### src/rtl/cdc_tx_pkg.sv
// Shared types and defaults for the strobe-qualified CDC transmitter.
package cdc_tx_pkg;

    localparam int DEF_DATA_W         = 8;
    localparam int DEF_HOLD_CYCLES    = 2;
    localparam int DEF_SYNC_STAGES    = 2;
    localparam int DEF_TIMEOUT_CYCLES = 64;

    typedef enum logic [1:0] {
        IDLE,
        SETUP,
        REQ,
        RELEASE
    } cdc_tx_state_e;

    // One counter serves both the settle hold and the handshake timeout.
    function automatic int cnt_width(input int hold, input int timeout);
        int max_val;
        max_val = (hold > timeout) ? hold : timeout;
        return (max_val < 1) ? 1 : $clog2(max_val + 1);
    endfunction

endpackage

### src/rtl/cdc_strobe_tx_bit_sync.sv
// bit_sync: SYNC_STAGES-deep flop chain bringing a single asynchronous bit into clk.
module bit_sync #(
    parameter int SYNC_STAGES = 2
) (
    input  logic clk,
    input  logic rst,
    input  logic din,
    output logic dout
);

    logic [SYNC_STAGES-1:0] chain;

    always_ff @(posedge clk) begin
        if (rst) begin
            chain <= '0;
        end else begin
            chain <= {chain[SYNC_STAGES-2:0], din};
        end
    end

    assign dout = chain[SYNC_STAGES-1];

endmodule

### src/rtl/cdc_strobe_tx.sv
// Source half of a four-phase strobe/ack crossing: hold data, raise strobe, wait for ack.
// Optional handshake abort/sticky err is built when CDC_TX_TIMEOUT_EN is defined.
module cdc_strobe_tx
    import cdc_tx_pkg::*;
#(
    parameter int DATA_W         = DEF_DATA_W,
    parameter int HOLD_CYCLES    = DEF_HOLD_CYCLES,
    parameter int SYNC_STAGES    = DEF_SYNC_STAGES,
    parameter int TIMEOUT_CYCLES = DEF_TIMEOUT_CYCLES
) (
    input  logic              clk,
    input  logic              rst,
    input  logic              tx_valid,
    input  logic [DATA_W-1:0] tx_data,
    output logic              tx_ready,
    output logic [DATA_W-1:0] data_out,
    output logic              stb_out,
    input  logic              ack_async,
    output logic              done,
    output logic              err
);

    // state   | meaning
    // IDLE    | ready for a word; data_out holds the previous word
    // SETUP   | new word on the bus, counting settle cycles, waiting out any stale ack
    // REQ     | stb_out high, waiting for ack
    // RELEASE | stb_out low, waiting for ack to drop

    localparam int CNT_W = cnt_width(HOLD_CYCLES, TIMEOUT_CYCLES);
    localparam logic [CNT_W-1:0] CNT_ONE   = CNT_W'(1);
    localparam logic [CNT_W-1:0] HOLD_LAST = CNT_W'(HOLD_CYCLES - 1);
`ifdef CDC_TX_TIMEOUT_EN
    localparam logic [CNT_W-1:0] TO_LAST   = CNT_W'(TIMEOUT_CYCLES - 1);
`endif

    cdc_tx_state_e    state;
    logic [CNT_W-1:0] cnt;
    logic             ack_sync;

    bit_sync #(
        .SYNC_STAGES(SYNC_STAGES)
    ) u_ack_sync (
        .clk  (clk),
        .rst  (rst),
        .din  (ack_async),
        .dout (ack_sync)
    );

    always_ff @(posedge clk) begin
        if (rst) begin
            state    <= IDLE;
            cnt      <= '0;
            data_out <= '0;
            stb_out  <= 1'b0;
            done     <= 1'b0;
            tx_ready <= 1'b1;
`ifdef CDC_TX_TIMEOUT_EN
            err      <= 1'b0;
`endif
        end else begin
            done <= 1'b0;
            case (state)
                IDLE: begin
                    if (tx_valid && tx_ready) begin
                        data_out <= tx_data;
                        cnt      <= '0;
                        tx_ready <= 1'b0;
                        state    <= SETUP;
                    end
                end
                SETUP: begin
                    // Counter parks at the last value while a stale ack is still visible.
                    if (cnt != HOLD_LAST) begin
                        cnt <= cnt + CNT_ONE;
                    end else if (!ack_sync) begin
                        stb_out <= 1'b1;
                        cnt     <= '0;
                        state   <= REQ;
                    end
                end
                REQ: begin
                    if (ack_sync) begin
                        stb_out <= 1'b0;
                        cnt     <= '0;
                        state   <= RELEASE;
                    end
`ifdef CDC_TX_TIMEOUT_EN
                    else if (cnt == TO_LAST) begin
                        stb_out  <= 1'b0;
                        err      <= 1'b1;
                        tx_ready <= 1'b1;
                        state    <= IDLE;
                    end else begin
                        cnt <= cnt + CNT_ONE;
                    end
`endif
                end
                RELEASE: begin
                    if (!ack_sync) begin
                        done     <= 1'b1;
                        tx_ready <= 1'b1;
                        state    <= IDLE;
                    end
`ifdef CDC_TX_TIMEOUT_EN
                    else if (cnt == TO_LAST) begin
                        err      <= 1'b1;
                        tx_ready <= 1'b1;
                        state    <= IDLE;
                    end else begin
                        cnt <= cnt + CNT_ONE;
                    end
`endif
                end
                default: begin
                    state <= IDLE;
                end
            endcase
        end
    end

`ifndef CDC_TX_TIMEOUT_EN
    assign err = 1'b0;
`endif

endmodule

### config.mk
export PLATFORM = sky130hd
export DESIGN_NAME = cdc_strobe_tx
export DESIGN_NICKNAME = d
export VERILOG_FILES = /design/src/rtl/cdc_tx_pkg.sv /design/src/rtl/cdc_strobe_tx_bit_sync.sv /design/src/rtl/cdc_strobe_tx.sv
export SDC_FILE = /design/constraint.sdc
export NUM_CORES = 1
export LEC_CHECK = 0
export ABC_AREA = 1
export CORE_MARGIN = 2
export CORE_UTILIZATION = 25
export DETAILED_ROUTE_END_ITERATION = 6
export PLACE_DENSITY_LB_ADDON = 0.3
export SLEW_MARGIN = 30
export SYNTH_ARGS = -nofsm -noshare
export SYNTH_HDL_FRONTEND = slang
export SYNTH_SLANG_ARGS = --single-unit
### constraint.sdc
create_clock -name clk -period 2.55 [get_ports clk]
set_clock_uncertainty 0.05 [all_clocks]
set_input_delay 0.765 -clock clk [delete_from_list [all_inputs] [get_ports clk]]
set_output_delay 0.765 -clock clk [all_outputs]
set_load 0.01 [all_outputs]
==> run_results.csv <==
group,metric,value,unit
timing,hold_slack,356,ps
critical_path,end_kind,"primary output",
routing,highest_metal_layer_used_by_the_detailed_router,"met4",
cells_and_area,post-route-util,33.6,%
synthesis,synthesis.nets,192,
critical_path,worstSetupPathType,"reg2out",
power_and_ir_drop,cellInternalPower,0.947,mW
synthesis,post_synth.cell_area_avg,7.33,µm²
outcome,outcome,"completed",
cells_and_area,final-seq-area,440,µm²
timing,final_max_slew_violation_count,0,
global_route,first_global_vias,1023,
clock_tree,post-cts-setup-buffers,0,
routing,m1WireLength,1190,µm
synthesis,synth_cell_type_count,27,
die,core_area,0.00482,mm²
global_route,antenna_violations_before_repair,0,
synthesis,synth_top_flop_cell,"sky130_fd_sc_hd__dfxtp_1",
synthesis,ys_warn_count,0,
synthesis,yosysSeqAreaShare,34.7,%
timing,rsz0062_at_grt,"false",
critical_path,critical_path.max_stage_delay,560,ps
critical_path,timing.critical_path.max_delay_family,"buffers and inverters",
global_route,pin_count_of_the_biggest_net_entering_global_routing,17,
routing,post_drt_via_cell_ratio,4.10,
timing,max_freq,494,MHz
die,fp.dieH,75.2,µm
timing,timing.final.crit_period,2020,ps
synthesis,synth_top_cells_by_area,"sky130_fd_sc_hd__dfxtp_1 (35%), sky130_fd_sc_hd__nand2_1 (8.6%), sky130_fd_sc_hd__inv_1 (8.3%)",
routing,post_drt_wl_per_cell,9.59,µm
global_route,global_route.overflow_total,0,
clock_tree,clk-insertion-delay-late,270,ps
timing,fin_ws,526,ps
synthesis,synthArstFlopShare,0,%
placed_design,place_hpwl,1860,µm
die,dieWidth,75.2,µm
routing,finalWirelength,2510,µm
cells_and_area,n_antenna_cell,0,
clock_tree,clock_sinks,22,
critical_path,critPathBufInv,1,
critical_path,crit_chain,"clkdlybuf4s50_1",
routing,met3RoutedLength,129,µm
global_route,grt_first_pass_wirelength,4580,µm
die,placementRows,25,
power_and_ir_drop,sw_frac_of_total,39.5,%
cells_and_area,drive_above_1_share,12.8,%
clock_tree,cts_made_buffers,3,
die,dieArea,0.00566,mm²
timing,final_report_setup_violation_count,0,
timing,finalHoldViolCount,0,
placed_design,port_buffers,22,
synthesis,synthCells,173,
cells_and_area,design_area,0.00162,mm²
power_and_ir_drop,relative_contribution_of_the_clock_network_to_total_power,21.5,%
power_and_ir_drop,power.net_switching,0.619,mW
min_path,holdCritPathClass,"reg2reg",
synthesis,number_of_synthesized_flops_with_an_enable_pin,0,
clock_tree,clk_root_buffer_cell,"sky130_fd_sc_hd__clkbuf_8",
placed_design,gp_congestion,0.798,
critical_path,worst_ep_required_time,1740,ps
clock_tree,clockBufferDepth,2,
routing,wl_met2,1180,µm
placed_design,dpl_cell_area,0.00155,mm²
job,drv_cap,0,
critical_path,cp_data_arrival_time,1210,ps
power_and_ir_drop,power.share.sequential,31.5,%
timing,period_share,79.4,%
routing,drt_iter0_markers,57,
power_and_ir_drop,irDropWorstVdd,463,µV
cells_and_area,area_growth,27.5,%
die,top_level_ports,24,
cells_and_area,layout.nets,215,
routing,route.vias.total,1074,
cells_and_area,layout_commonest_cell,"sky130_fd_sc_hd__nand2_1",
timing,setup-tns-final,0,ps
routing,first_pass_iters,4,
synthesis,synth_top_cell_by_area,"sky130_fd_sc_hd__dfxtp_1",
clock_tree,hold_buffers,0,
clock_tree,gates_resized_cts_repair,0,
clock_tree,clock_transition_at_path_regs,90,ps
global_route,gr-usage-all-layers,10.4,%
power_and_ir_drop,power_frac_comb,47.1,%
clock_tree,htree_num_levels,1,
synthesis,synth.cell_area,0.00127,mm²
cells_and_area,most-common-layout-cells,"sky130_fd_sc_hd__nand2_1 (29), sky130_fd_sc_hd__inv_1 (28), sky130_fd_sc_hd__dfxtp_1 (22), sky130_fd_sc_hd__clkdlybuf4s50_1 (22), sky130_fd_sc_hd__nor2_1 (17)",
cells_and_area,final.fill_count,533,
cells_and_area,area_of_the_multi_input_gates,681,µm²
routing,remaining_drc_errors,0,
clock_tree,tritoncts,"yes",
critical_path,worst-path-max-fanout,4,
synthesis,postSynthRegisterBits,22,
die,starting_density_of_the_core,26.3,%
power_and_ir_drop,cellLeakagePower,0.658,nW
routing,ant_nets,0,
synthesis,yosysTopAreaCellShare,34.7,%
power_and_ir_drop,power_per_standard_cell_area,968,mW/mm²
placed_design,placement.setup.worst_slack,361,ps
critical_path,cp-start-kind,"flip-flop",
critical_path,timing.critical_path.slowest_stage_cell,"sky130_fd_sc_hd__clkdlybuf4s50_1",
==> cells in the mapped netlist, types with 2 or more instances <==
| master | instances |
|---|---|
| sky130_fd_sc_hd__nor3_1 | 2 |
| sky130_fd_sc_hd__nand2_4 | 3 |
| sky130_fd_sc_hd__nor2_4 | 3 |
| sky130_fd_sc_hd__a21oi_1 | 10 |
| sky130_fd_sc_hd__nand3b_1 | 3 |
| sky130_fd_sc_hd__o21ai_0 | 7 |
| sky130_fd_sc_hd__inv_1 | 28 |
| sky130_fd_sc_hd__o21ai_1 | 3 |
| sky130_fd_sc_hd__nand2_1 | 29 |
| sky130_fd_sc_hd__nor2_2 | 6 |
| sky130_fd_sc_hd__buf_2 | 3 |
| sky130_fd_sc_hd__nand2_2 | 2 |
| sky130_fd_sc_hd__nand4_1 | 2 |
| sky130_fd_sc_hd__dfxtp_1 | 22 |
| sky130_fd_sc_hd__ha_1 | 7 |
| sky130_fd_sc_hd__nor2_1 | 17 |
| sky130_fd_sc_hd__nand3_1 | 16 |
==> metrics by stage <==
| stage | instances | power, mW |
|---|---|---|
| 6_report | 262 | 1.57 |
| 4_1_cts | 262 | 1.59 |
| 3_5_place_dp | 258 | 1.25 |
| 2_1_floorplan | 173 | 1.04 |
| 5_1_grt | 262 | 1.72 |
| 3_3_place_gp | 258 | 1.24 |
==> registers in the layout, summed over array words and instances (netlist names) <==
name	cells
cnt	7
data_out	8
done	1
state	2
stb_out	1
tx_ready	1
u_ack_sync.chain	2
==> final cells by class <==
type	count	area share, %
repair buffers	23	14.1
well taps	67	5.18
flip-flops and latches	22	27.2
clock inverters	1	1.86
multi-input cells	116	42.1
clock buffers	3	2.55
inverters	30	7.04
==> power groups by stage <==
stage / combinational, mW / clock, mW / sequential, mW
floorplan: 0.523 / 0 / 0.514
global placement: 0.740 / 0 / 0.502
detailed placement: 0.745 / 0 / 0.502
CTS: 0.748 / 0.348 / 0.494
global route: 0.851 / 0.363 / 0.506
finish: 0.738 / 0.336 / 0.493
==> per-layer routing <==
| layer | up-vias | GRT usage [%] |
|---|---|---|
| met4 | 0 | 2.34 |
| met3 | 2 | 2.95 |
| met2 | 25 | 16.9 |
| met5 | - | 0 |
| met1 | 461 | 13.8 |
| li1 | 586 | - |
==> worst reg2reg max path, stage by stage (launching register included) <==
cell	delay [ps]
sky130_fd_sc_hd__dfxtp_1	420
sky130_fd_sc_hd__ha_1	420
sky130_fd_sc_hd__nand2_2	140
sky130_fd_sc_hd__clkinv_2	80
sky130_fd_sc_hd__nand4_4	150
sky130_fd_sc_hd__nand2_2	140
sky130_fd_sc_hd__nand2_1	80
sky130_fd_sc_hd__a21oi_2	130
==> cells by family after synthesis <==
family | count (synthesis) | share of synthesized area (%)
AOI/OAI and AO/OA | 22 | 9.07
adders and majority gates | 7 | 6.90
buffers and inverters | 35 | 11.6
DFF | 22 | 34.7
other | 1 | 0.296
and+or+nand+nor | 86 | 37.4
==> worst paths after layout <==
| path | start | endpoint | slack [ps] | depth (start not counted) |
|---|---|---|---|---|
| hold / removal | u_ack_sync.chain[0] | u_ack_sync.chain[1] | 360 | 2 |
| setup reg to reg | state[0] | cnt[3] | 890 | 7 |
| setup / recovery | tx_ready | tx_ready | 530 | 1 |
| hold reg to reg | u_ack_sync.chain[0] | u_ack_sync.chain[1] | 360 | 2 |
Power figures use the tool's default switching activity.
